$ cat config.mk
export PLATFORM = sky130hd
export DESIGN_NAME = rs232_tx
export DESIGN_NICKNAME = d
export VERILOG_FILES = /design/src/rtl/rs232_pkg.sv /design/src/rtl/rs232_baud_cnt.sv /design/src/rtl/rs232_tx.sv
export SDC_FILE = /design/constraint.sdc
export NUM_CORES = 1
export LEC_CHECK = 0
export ABC_AREA = 1
export BUFFER_PORTS_ARGS = -buffer_cell sky130_fd_sc_hd__buf_4
export CORE_MARGIN = 2
export CORE_UTILIZATION = 59
export DETAILED_ROUTE_END_ITERATION = 10
export PLACE_DENSITY = 0.78
export RECOVER_POWER = 25
export SETUP_SLACK_MARGIN = 0.2
export SYNTH_ARGS = -nofsm -noshare
export SYNTH_HDL_FRONTEND = slang
export SYNTH_SLANG_ARGS = --single-unit
$ cat constraint.sdc
create_clock -name clock -period 1.7 [get_ports clock]
set_clock_uncertainty 0.05 [all_clocks]
set_input_delay 0.255 -clock clock [delete_from_list [all_inputs] [get_ports clock]]
set_output_delay 0.255 -clock clock [all_outputs]
set_load 0.02 [all_outputs]
$ cat src/rtl/rs232_pkg.sv
// Shared definitions for the RS232 transmitter and receiver.
//   DATA_BITS  : payload bits per frame
//   state_t    : transmitter FSM encoding
//   bit_period : clocks per bit for a given clock (MHz) and line rate (bit/s)
package rs232_pkg;

    localparam int DATA_BITS = 8;

    typedef enum logic [1:0] {
        ST_IDLE  = 2'd0,
        ST_START = 2'd1,
        ST_DATA  = 2'd2,
        ST_STOP  = 2'd3
    } state_t;

    // Integer division, truncating; computed in 64 bits so large clock
    // rates do not overflow before the divide.
    function automatic int bit_period(input int mhz, input int baud);
        longint clocks_per_s;
        clocks_per_s = longint'(mhz) * longint'(1_000_000);
        return int'(clocks_per_s / longint'(baud));
    endfunction

endpackage

$ cat src/rtl/rs232_baud_cnt.sv
// Bit-period counter for the RS232 transmitter.
//   clock : rising-edge clock
//   reset : asynchronous active-high reset
//   clr   : hold the count at zero (used while the line is idle)
//   tick  : high in the last clock of a bit period; the count wraps after it
module rs232_baud_cnt #(
    parameter int BIT_PER = 2
) (
    input  logic clock,
    input  logic reset,
    input  logic clr,
    output logic tick
);

    localparam int CNT_W = (BIT_PER > 1) ? $clog2(BIT_PER) : 1;
    localparam logic [CNT_W-1:0] LAST = CNT_W'(BIT_PER - 1);

    logic [CNT_W-1:0] cnt_q;
    logic [CNT_W-1:0] cnt_d;

    assign tick = (cnt_q == LAST);

    always_comb begin
        cnt_d = cnt_q + CNT_W'(1);
        if (clr || tick) begin
            cnt_d = '0;
        end
    end

    always_ff @(posedge clock or posedge reset) begin
        if (reset) begin
            cnt_q <= '0;
        end else begin
            cnt_q <= cnt_d;
        end
    end

endmodule

$ cat src/rtl/rs232_tx.sv
// Byte-wide RS232 transmitter: 8N1 or 8N2, LSB first, idle-high line, with a
// one-entry holding register so back-to-back frames leave no idle gap.
//   clock         : rising-edge clock
//   reset         : asynchronous active-high reset
//   tx_data       : byte offered by the host
//   tx_vld        : host offers tx_data; taken on any edge where tx_rdy is high
//   tx_rdy        : holding register empty
//   tx_busy       : a frame is in progress
//   RS232_DCE_TXD : registered serial line, 1 = mark
module rs232_tx
    import rs232_pkg::*;
#(
    parameter int baud      = 9600,
    parameter int mhz       = 50,
    parameter int stop_bits = 1
) (
    input  logic       clock,
    input  logic       reset,
    input  logic [7:0] tx_data,
    input  logic       tx_vld,
    output logic       tx_rdy,
    output logic       tx_busy,
    output logic       RS232_DCE_TXD
);

    localparam int BIT_PER = bit_period(mhz, baud);

    generate
        if (BIT_PER < 2 || (stop_bits != 1 && stop_bits != 2)) begin : g_bad_cfg
            $error("rs232_tx: bit period must be >= 2 clocks and stop_bits 1 or 2");
        end
    endgenerate

    state_t                 state_q, state_d;
    logic [DATA_BITS-1:0]   hold_q, hold_d;
    logic                   hold_vld_q, hold_vld_d;
    logic [DATA_BITS-1:0]   sr_q, sr_d;
    logic [2:0]             bit_cnt_q, bit_cnt_d;
    logic                   stop_cnt_q, stop_cnt_d;
    logic                   txd_q, txd_d;

    logic tick;
    logic last_stop;
    logic load_pt;
    logic accept;
    logic load;

    rs232_baud_cnt #(
        .BIT_PER (BIT_PER)
    ) u_baud_cnt (
        .clock (clock),
        .reset (reset),
        .clr   (state_q == ST_IDLE),
        .tick  (tick)
    );

    // A new frame may start either from idle or seamlessly at the very end
    // of the last stop bit; the held byte has priority over the input port.
    assign last_stop = (state_q == ST_STOP) && tick && (stop_cnt_q == 1'(stop_bits - 1));
    assign load_pt   = (state_q == ST_IDLE) || last_stop;
    assign accept    = tx_vld && !hold_vld_q;
    assign load      = load_pt && (hold_vld_q || accept);

    assign tx_rdy        = ~hold_vld_q;
    assign tx_busy       = (state_q != ST_IDLE);
    assign RS232_DCE_TXD = txd_q;

    always_ff @(posedge clock or posedge reset) begin
        if (reset) begin
            state_q <= ST_IDLE;
        end else begin
            state_q <= state_d;
        end
    end

    always_comb begin
        state_d = state_q;
        unique case (state_q)
            ST_IDLE:  if (load) state_d = ST_START;
            ST_START: if (tick) state_d = ST_DATA;
            ST_DATA:  if (tick && bit_cnt_q == 3'(DATA_BITS - 1)) state_d = ST_STOP;
            ST_STOP:  if (last_stop) state_d = load ? ST_START : ST_IDLE;
            default:  state_d = ST_IDLE;
        endcase
    end

    // The line is driven from next-state values so it is registered yet
    // changes on the same edge as the FSM (start bit begins on the accept edge).
    always_comb begin
        unique case (state_d)
            ST_START: txd_d = 1'b0;
            ST_DATA:  txd_d = sr_d[0];
            default:  txd_d = 1'b1;
        endcase
    end

    always_comb begin
        hold_d     = hold_q;
        hold_vld_d = hold_vld_q;
        sr_d       = sr_q;
        bit_cnt_d  = bit_cnt_q;
        stop_cnt_d = stop_cnt_q;

        if (load_pt) begin
            if (hold_vld_q) begin
                sr_d       = hold_q;
                hold_vld_d = 1'b0;
            end else if (accept) begin
                sr_d = tx_data;
            end
        end else if (accept) begin
            hold_d     = tx_data;
            hold_vld_d = 1'b1;
        end

        if (state_q == ST_DATA && tick) begin
            sr_d      = {1'b0, sr_q[DATA_BITS-1:1]};
            bit_cnt_d = bit_cnt_q + 3'd1;
        end

        if (state_q == ST_STOP && tick) begin
            stop_cnt_d = last_stop ? 1'b0 : stop_cnt_q + 1'b1;
        end
    end

    always_ff @(posedge clock or posedge reset) begin
        if (reset) begin
            hold_q     <= '0;
            hold_vld_q <= 1'b0;
            sr_q       <= '0;
            bit_cnt_q  <= '0;
            stop_cnt_q <= 1'b0;
            txd_q      <= 1'b1;
        end else begin
            hold_q     <= hold_d;
            hold_vld_q <= hold_vld_d;
            sr_q       <= sr_d;
            bit_cnt_q  <= bit_cnt_d;
            stop_cnt_q <= stop_cnt_d;
            txd_q      <= txd_d;
        end
    end

endmodule

# Word-level counts from Yosys, hierarchy flattened
# Index checks and enable logic that the tools add are counted.
# word_totals
out_inout_bits	3
wordCells	54
input_bits	11
reg_bits	37
# classes
n_mux	15
bitwise	3
n_addsub	3
eq_ne	7
n_reduce_logical	17
# op_table
operator	n
two-way mux 8 bit	4
adder 13 x 1 -> 13 bit (second input constant)	1
equality test 13 bit (second input constant)	1
two-way mux 13 bit	1
two-way mux 2 bit	4
one-hot mux 2 bit (4 select lines)	1
equality test 2 bit (second input constant)	3
logical AND 1 bit	6
nonzero test 2 bit	3
equality test 2 x 1 -> 1 bit (second input constant)	2
two-way mux 1 bit	4
AND reduction 2 bit	2
adder 3 x 1 -> 3 bit (second input constant)	1
equality test 3 bit (second input constant)	1
logical OR 1 bit	3
NOT 1 bit	3
nonzero test 3 bit	1
logical NOT 2 bit	1
one-hot mux 1 bit (2 select lines)	1
adder 1 bit (second input constant)	1
logical NOT 1 bit	1

# Logic depth before layout (Yosys ltp)
# Gate-level depths: netlist of run 1.
# depth
word_depth	10
ltp_mapped	12
depth_no_buf	12

# Modules after synthesis
# Synthesis of run 1 repeated with hierarchy kept, for this count alone.
# unflattened
hier_cells	249
area_unflattened_um2	1908.1
# modules_own_cells
module	seq_area_each_um2	instances	area_per_inst_um2	cells_per_inst
rs232_tx	601.8	1	1173.6	152
rs232_baud_cnt	325.3	1	734.5	97

# Worst setup path before layout of run 1
# OpenSTA, ideal clock, no wires.
# synth_timing
path_kind	register -> register
startpoint	register u_baud_cnt.cnt_q[0]
endpoint	register u_baud_cnt.cnt_q[12]
path_buffers	0
arrival_time_ns	1.368
synth_period_minus_slack_ns	1.540
required_ns	1.528
setup_slack_ns	0.160
path_stages_with_launch	11
setup_time_ns	0.122
cell_sequence	dfrtp_1 -> ha_1 -> nand2_1 -> inv_1 -> nand2_1 -> nor2_1 -> nand2_1 -> nor2_2 -> nand4_1 -> nor2_1 -> nor3b_2
# synth_between
elab_chain_len	3
elab_cells_between_ends	4
classes_between	add/sub: 1; eq/ne: 1; mux: 1; reduce/logical: 1
# synth_rtl
element	line_no	source
start: declaration	rs232_baud_cnt.sv:18	logic [CNT_W-1:0] cnt_q;
start signal: assignment	rs232_baud_cnt.sv:34	cnt_q <= cnt_d;
branches (longest 2 deep; another with adder 13 x 1 -> 13 bit)	--	
two-way mux 13 bit *	rs232_baud_cnt.sv:25	if (clr || tick) begin
named net u_baud_cnt.cnt_d[12]	rs232_baud_cnt.sv:19	logic [CNT_W-1:0] cnt_d;
# Mark *: on every way through the listed nets, which the timed path passes.
# A chain may end at the register's enable or synchronous reset.

# Worst setup path after layout of run 1
# layout_timing
startpoint	register u_baud_cnt.cnt_q[9]
endpoint	register sr_q[4]
# layout_between
elab_chain_len	6
elab_cells_between_ends	9
classes_between	eq/ne: 1; mux: 1; reduce/logical: 7
# layout_rtl
element	line_no	source
equality test 13 bit *	rs232_baud_cnt.sv:21	assign tick = (cnt_q == LAST);
logical AND 1 bit (2 in a row)	rs232_tx.sv:59	assign last_stop = (state_q == ST_STOP) && tick && (stop_cnt_q == 1'(stop_bits - 1));
logical OR 1 bit	rs232_tx.sv:60	assign load_pt = (state_q == ST_IDLE) || last_stop;
nonzero test 2 bit (no line)	--	
AND reduction 2 bit (no line)	--	
end signal: assignment	rs232_tx.sv:137	sr_q <= sr_d;
end: declaration	rs232_tx.sv:37	logic [DATA_BITS-1:0] sr_q, sr_d;
# Mark *: on every way between the ends. The rest lies on a longest branch, timed or not.

==> results by group, run 1 <==
Synth
  – Syn_area_per_cell: 8.23 sq um
  – Mapped Area: approximately 0.0019 sq mm
  – Synth Area in Simple Gates: 29.6%
  – Main combinational cell family by area after synthesis: simple AND/OR/NAND/NOR gates
  – Syn Inst Count: roughly 230
  – Post-synth net total: 242
  – Xor-xnor portion of the synthesized cell area: 0.934%
  – Mux contribution to synthesized area: 0%
  – Synth unique cells: 34
  – Synth Area in Compound Gates: under 10%
  – Adder-cell share of the synthesized area: approximately 2.0%
  – Sequential-to-total area share from yosys stat: around half
  – Yosys Warn Count: 0
  – Seq cells post-synth: 37

Timing
  – Crit path time final: between 1.5 and 2 ns
  – Worst rel slew slack: between 30% and 40%
  – Final Hold Vio Count: 0
  – Slew of the pin with the lowest slew margin: between 0.9 and 1 ns
  – Tcrit/Tclk final: 100%
  – Final setup fails: 1
  – Max-slew violation count: 0
  – Fmax: ~590 MHz
  – RSZ-0062 raised after global routing: true
  – Setup WS post-layout: -0.00287 ns

Cells and area
  – Ant. Diodes: 0
  – Finished Cell Area: 0.00250 sq mm
  – Layout Nets: 290
  – Final design utilization: between 80% and 90%
  – Fraction of layout cells with a size suffix above 1: between 30% and 40%
  – Area Growth Syn to Fin: 33.2%

Global routing
  – First-pass GRT wire length: approximately 6400 um
  – Total track usage: about 24%
  – Initial antenna violation count: 0
  – Global route total overflow: 0
  – Largest net degree at the start of global routing: 38
  – Number of global-route vias before repair: 1495

Setup path
  – Depth of the most critical reg-to-reg path: 9
  – Worst Path Arrival: 1.88 ns
  – CP Launch Type: register
  – Top delay family on crit path: simple AND/OR/NAND/NOR gates
  – CP max stage cell: dfrtp_1
  – Crit-path max cell delay: between 0.4 and 0.5 ns
  – CP Cell Sequence: nor2_2, nand2_2, nor2_4, nand2_4, nor3_4, buf_12, a21oi_4, nand2_1, o211ai_1
  – Reg2reg end: sr_q[4]
  – Reg2Reg Setup Slack: -0.003 ns
  – Reg2Reg Launch Point: u_baud_cnt.cnt_q[9]
  – CP endpoint kind: register
  – Worst Path Max Fanout: 6
  – CP required: between 1.5 and 2 ns
  – Critical path buffers and inverters: 1
  – Critical path class: register to register

Power and ir drop
  – Static leakage: 1.33 nW
  – P per Cell Area: a little under 600 mW/mm^2
  – Total power: around 1.4 mW
  – Peak VDD IR: just under 0.6 mV

Drt
  – Vias/cell: roughly 5.3
  – Drt pass-1 iters: 4
  – Routed Wire Length: roughly 4500 um
  – Drt first-iter violations: roughly 110
  – Residual DRC: 0
  – Avg WL per Cell: between 10 and 15 um
  – Routed Antenna Nets: 0
  – Via total after detailed routing: around 1700

Hold path
  – Hold crit path type: input pin to register
  – Min-Delay Endpoint: hold_q[7]
  – Hold Path Cell Cnt: 3
  – Hold Startpoint: tx_data[7]

Status
  – Status: finished with violations
  – Failing checks: setup timing

Place
  – Placed Area: roughly 0.0021 sq mm
  – Dpl hpwl: ~2600 um
  – Setup WS pre-CTS: 0.0153 ns
  – GPL Wtd Cong: between 0.8 and 0.9
  – Port buffer count: 13

Clock tree
  – CTS Root Buffer Type: clkbuf_4
  – Clock Path Buffers: 2
  – Worst-path clk slew: ~0.11 ns
  – CTS tree: yes
  – Htree depth: 2
  – TritonCTS buffer count: 5
  – Clk_lat worst skew: about 0.35 ns
  – CTS Sinks: 37

Run
  – Number of max-cap violations: 0

Floorplan
  – Row cnt: 20
  – Die Ht: between 60 and 70 um
  – Ports: 14
  – Die X: 60.4 um
  – Die area: between 0.003 and 0.004 sq mm
  – Initial Utilization: between 60% and 70%
  – Core box area: approximately 0.003 sq mm
[synth_stat cells, drive strengths merged]
cell type   n  area share, %
nand2      68             15
nor3b       5            2.3
nand3       9            2.7
nor3        6            2.2
a22oi       2           0.80
dfrtp      36             48
a31oi       1           0.33
dfstp       1            1.4
nor2       22            5.7
xnor2       1           0.47
a221oi      1           0.47
ha          3            2.0
clkinv      1           0.20
a21oi       5            1.5
o211ai      2           0.80
buf         4            1.5
o21ai      19            5.1
inv        36            7.3
nand4       5            2.0
xor2        1           0.47
[flip-flops by register name, summed over array words and instances, names as in the netlist]
name              count
hold_q                8
u_baud_cnt.cnt_q     13
stop_cnt_q            1
bit_cnt_q             3
state_q               2
RS232_DCE_TXD         1
sr_q                  8
hold_vld_q            1
[what timing repair did]
item	CTS	global route
buffers inserted	11	7
setup endpoints to repair	25	36
pin swaps	10	12
endpoints found under the hold margin	36	0
gates resized for setup	26	17
gates cloned	0	1
hold buffers	1	0
[worst min-delay path: cells and delay by family]
kind,cells,cell delay [ns]
compound gates,1,0.06
buf+inv,2,0.16
[power breakdown]
group          switching, mW  internal (mW)
clock                  0.292          0.157
sequential            0.0123          0.902
combinational         0.0475         0.0369
total                  0.352           1.10
[through the flow]
step	setup TNS [ns]	hold slack, ns	cells
floorplan	0	0.349	228
global placement	0	0.340	293
detailed placement	0	0.342	293
CTS	0	0.0979	313
global route	-0.935	0.115	321
finish	-0.00287	0.111	321
[worst max path at each step]
stage	endpoint	cells after the start	startpoint	slack [ns]
2_1_floorplan	sr_q[1]	8	u_baud_cnt.cnt_q[0]	0.20
3_3_place_gp	hold_q[2]	8	u_baud_cnt.cnt_q[0]	0.09
3_5_place_dp	u_baud_cnt.cnt_q[12]	10	u_baud_cnt.cnt_q[0]	0.02
4_1_cts	RS232_DCE_TXD	11	u_baud_cnt.cnt_q[1]	0.08
5_1_grt	hold_q[6]	9	u_baud_cnt.cnt_q[3]	-0.09
6_report	sr_q[4]	9	u_baud_cnt.cnt_q[9]	-0.003
[cell type report]
cell class | instances | area [sq um]
multi-input cells | 150 | 926
clock buffers | 6 | 41.3
flip-flops and latches | 37 | 928
well taps | 44 | 55.1
fillers | 184 | 531
clock inverters | 2 | 10.0
repair buffers | 45 | 388
inverters | 37 | 149
[cell families (layout without fill, tap and decap cells)]
kind of cell,after synthesis,after routing
adders and majority gates,3,3
DFF,37,37
and+or+nand+nor,115,115
buffers and inverters,41,90
xor gates and xnor gates,2,2
AOI/OAI and AO/OA,30,30
[routing by layer]
layer  up-vias  routed length, um  global-route usage (%)
met2        54               2150                    37.9
met5         -                  0                       0
met3         7                239                    7.25
met4         0                 86                    8.89
li1        819                  -                       -
met1       817               2010                    31.9
[placed cells by master, fill, tap and decap left out, types with 2 or more instances in the layout]
cell type | synthesis | final
nor2_1 | 16 | 11
ha_1 | 3 | 2
a21oi_1 | 4 | 4
clkinv_2 | 0 | 2
buf_12 | 0 | 2
nor3_1 | 5 | 2
nand2_1 | 62 | 56
o21ai_0 | 16 | 13
inv_1 | 32 | 30
o21ai_2 | 0 | 3
nor2_2 | 4 | 4
o21ai_1 | 3 | 3
a22oi_1 | 2 | 2
clkbuf_4 | 0 | 6
nand2_2 | 5 | 7
buf_6 | 1 | 2
o211ai_1 | 2 | 2
inv_2 | 3 | 4
nor3_2 | 0 | 3
dfrtp_1 | 36 | 35
nor3b_2 | 1 | 5
nand3_1 | 8 | 7
nor2_4 | 2 | 7
nand2_4 | 1 | 5
nand4_1 | 4 | 4
buf_4 | 1 | 37
(Power assumes the default switching activity.)
==> inputs of run 2 (changes only) <==
Settings changed: BUFFER_PORTS_ARGS -buffer_cell sky130_fd_sc_hd__buf_4 to not set, CORE_UTILIZATION 59 to 62, DONT_BUFFER_PORTS set to 1.
==> results by group, run 2 (synthesized netlist as in run 1, its figures left out) <==
Status
  – Status: finished with violations
  – Failing checks: hold timing

Cells and area
  – Final design utilization: 82.6% (+0.13 points)
  – Ant. Diodes: 0 (unchanged)
  – Most frequent cells in the layout: nand2_1, dfrtp_1, inv_1
  – Final cell count without fillers: 289 (-10%)
  – Fraction of layout cells with a size suffix above 1: 28.3% (-7.8 points)
  – Largest regs: u_baud_cnt.cnt_q: 13 flops, hold_q: 8 flops, sr_q: 8 flops
  – Area Growth Syn to Fin: 23.5%
  – Commonest non-fill, non-tap cell in the layout: nand2_1
  – Reg with most FFs: u_baud_cnt.cnt_q
  – Number of flip-flops under the largest register name: 13 (unchanged)
  – Layout Nets: 272 (-6.2%)

Drt
  – Vias/cell: 5.61 (+6.0%)
  – Routed Wire Length: 4420 um (-1.5%)
  – Routed Antenna Nets: 0 (unchanged)
  – Drt first-iter violations: 55 (-50%)
  – Drt pass-1 iters: 5 (+1)
  – Via total after detailed routing: 1620 (-4.5%)
  – Residual DRC: 0 (unchanged)
  – Avg WL per Cell: 15.3 um (+9.4%)

Setup path
  – Worst Path Arrival: 1.89 ns (about the same)
  – Critical path class: register to register
  – Worst Path Max Fanout: 5 (-1)
  – Crit-path max cell delay: 0.44 ns (+0.02 ns)
  – CP endpoint kind: register
  – CP required: 1.94 ns (+0.06 ns)
  – CP Launch Type: register
  – CP max stage cell: dfrtp_1
  – Most used cell, CP: nand2_2
  – CP Cell Sequence: nor2_4, nand2_2, nor2_4, nand2_4, nor3_4, buf_6, inv_6, nand3_2, nand2_2, nand2_2, nand2_2
  – Top delay family on crit path: simple AND/OR/NAND/NOR gates
  – Critical path buffers and inverters: 2 (+1)

Global routing
  – Met3 GRT Util: 8.30% (+1.0 points)
  – Global route total overflow: 0 (unchanged)
  – GR peak layer: met2
  – Total track usage: 26.5% (+2.4 points)
  – Grt met2 use: 45.7% (+7.8 points)
  – Largest net degree at the start of global routing: 24 (-37%)
  – First-pass GRT wire length: 6820 um (+6.2%)
  – Initial antenna violation count: 0 (unchanged)
  – Met1 Track Usage GR: 30.1% (-1.8 points)
  – Number of global-route vias before repair: 1626 (+8.8%)

Timing
  – Final Hold Vio Count: 1 (+1)
  – Final setup fails: 0 (-1)
  – Fmax: 606 MHz (+3.3%)
  – Fin Setup TNS: 0 ns (+0.00287 ns)
  – Slew of the pin with the lowest slew margin: 0.578 ns (-0.327 ns)
  – Crit path time final: 1.65 ns (-0.0539 ns)
  – Hold slack final: -0.00722 ns (-0.118 ns)
  – Max-slew violation count: 0 (unchanged)
  – Tcrit/Tclk final: 97.0% (-3.2 points)
  – Worst rel slew slack: 61.4% (+22 points)
  – RSZ-0062 raised after global routing: true

Place
  – Dpl hpwl: 2760 um (+6.0%)
  – Cells after DPL: 265 (-9.6%)
  – Port buffer count: 0 (-13)
  – GPL Wtd Cong: 0.874 (+1.5%)

Clock tree
  – CTS Root Buffer Type: clkbuf_4
  – Htree depth: 2 (unchanged)
  – CTS tree: yes
  – Clock Path Buffers: 2 (unchanged)
  – CTS Sinks: 37 (unchanged)
  – Worst-path clk slew: 0.11 ns (about the same)
  – TritonCTS buffer count: 5 (unchanged)
  – Clk_lat worst skew: 0.36 ns (about the same)

Floorplan
  – Die X: 59 um (-2.3%)
  – Core box area: 0.00281 sq mm (-7.4%)
  – Initial Utilization: 66.9% (+4.9 points)
  – Die Ht: 59 um (-2.3%)
  – Die area: 0.00348 sq mm (-4.5%)
  – Row cnt: 19 (-5.0%)
  – Ports: 14 (unchanged)

Hold path
  – Hold crit path type: input pin to register

Run
  – Number of max-cap violations: 0 (unchanged)

Power and ir drop
  – Peak VDD IR: 0.641 mV (+8.5%)
  – Total power: 1.50 mW (+3.7%)
  – Static leakage: 1.19 nW (-10%)
  – P per Cell Area: 648 mW/mm^2 (+12%)
run 2: cell types whose count changed in the layout (fill, tap and decap cells not counted), moves of 6 or more:
cell,change
buf_4,-21
nand2_2,+8
nand2_1,-7
dlygate4sd3_1,+6
run 2: where the power goes:
part	total, mW	leakage (nW)	internal (mW)	switching (mW)
sequential	0.917	0.482	0.902	0.0147
clock	0.500	0.0303	0.194	0.306
combinational	0.0847	0.674	0.0361	0.0485
run 2: final timing paths:
path | start | depth (start not counted) | slack (ns) | to
min | tx_data[5] | 2 | -0.007 | hold_q[5]
min in group asynchronous | reset | 2 | 0.34 | u_baud_cnt.cnt_q[0]
max reg2reg | u_baud_cnt.cnt_q[9] | 11 | 0.05 | RS232_DCE_TXD
max | u_baud_cnt.cnt_q[9] | 11 | 0.05 | RS232_DCE_TXD
min reg2reg | hold_q[0] | 2 | 0.44 | hold_q[0]
max in group asynchronous | reset | 3 | 0.29 | bit_cnt_q[1]
run 2: final cells by class:
cell class | instances | area, sq um
clock buffers | 6 | 51.3
clock inverters | 1 | 7.51
repair buffers | 26 | 218
well taps | 31 | 38.8
multi-input cells | 151 | 923
flip-flops and latches | 37 | 927
inverters | 37 | 151
fillers | 169 | 488
run 2: per-layer routing:
layer / up-vias / share of wire, %
met4: 0 / 2.6
met1: 776 / 40
met2: 44 / 53
met3: 18 / 4.1
met5: - / 0
li1: 782 / -
run 2: stage by stage:
step / setup WS [ns] / cell area, sq um / hold slack [ns]
final: 0.0510 / 2320 / -0.00722
after global routing: -0.0667 / 2320 / 0.00146
after CTS: 0.0242 / 2150 / 0.000741
after detailed placement: 0.0209 / 1980 / 0.197
after global placement: 0.0671 / 1980 / 0.180
after floorplan: 0.201 / 1890 / 0.349
run 2: what timing repair did:
| item | CTS | global route |
|---|---|---|
| setup buffers | 7 | 2 |
| endpoints found under the hold margin | 16 | 3 |
| gates cloned | 0 | 1 |
| hold buffers | 4 | 3 |
| resized for setup | 5 | 40 |
| pin swaps | 5 | 17 |
| setup endpoints to repair | 33 | 34 |
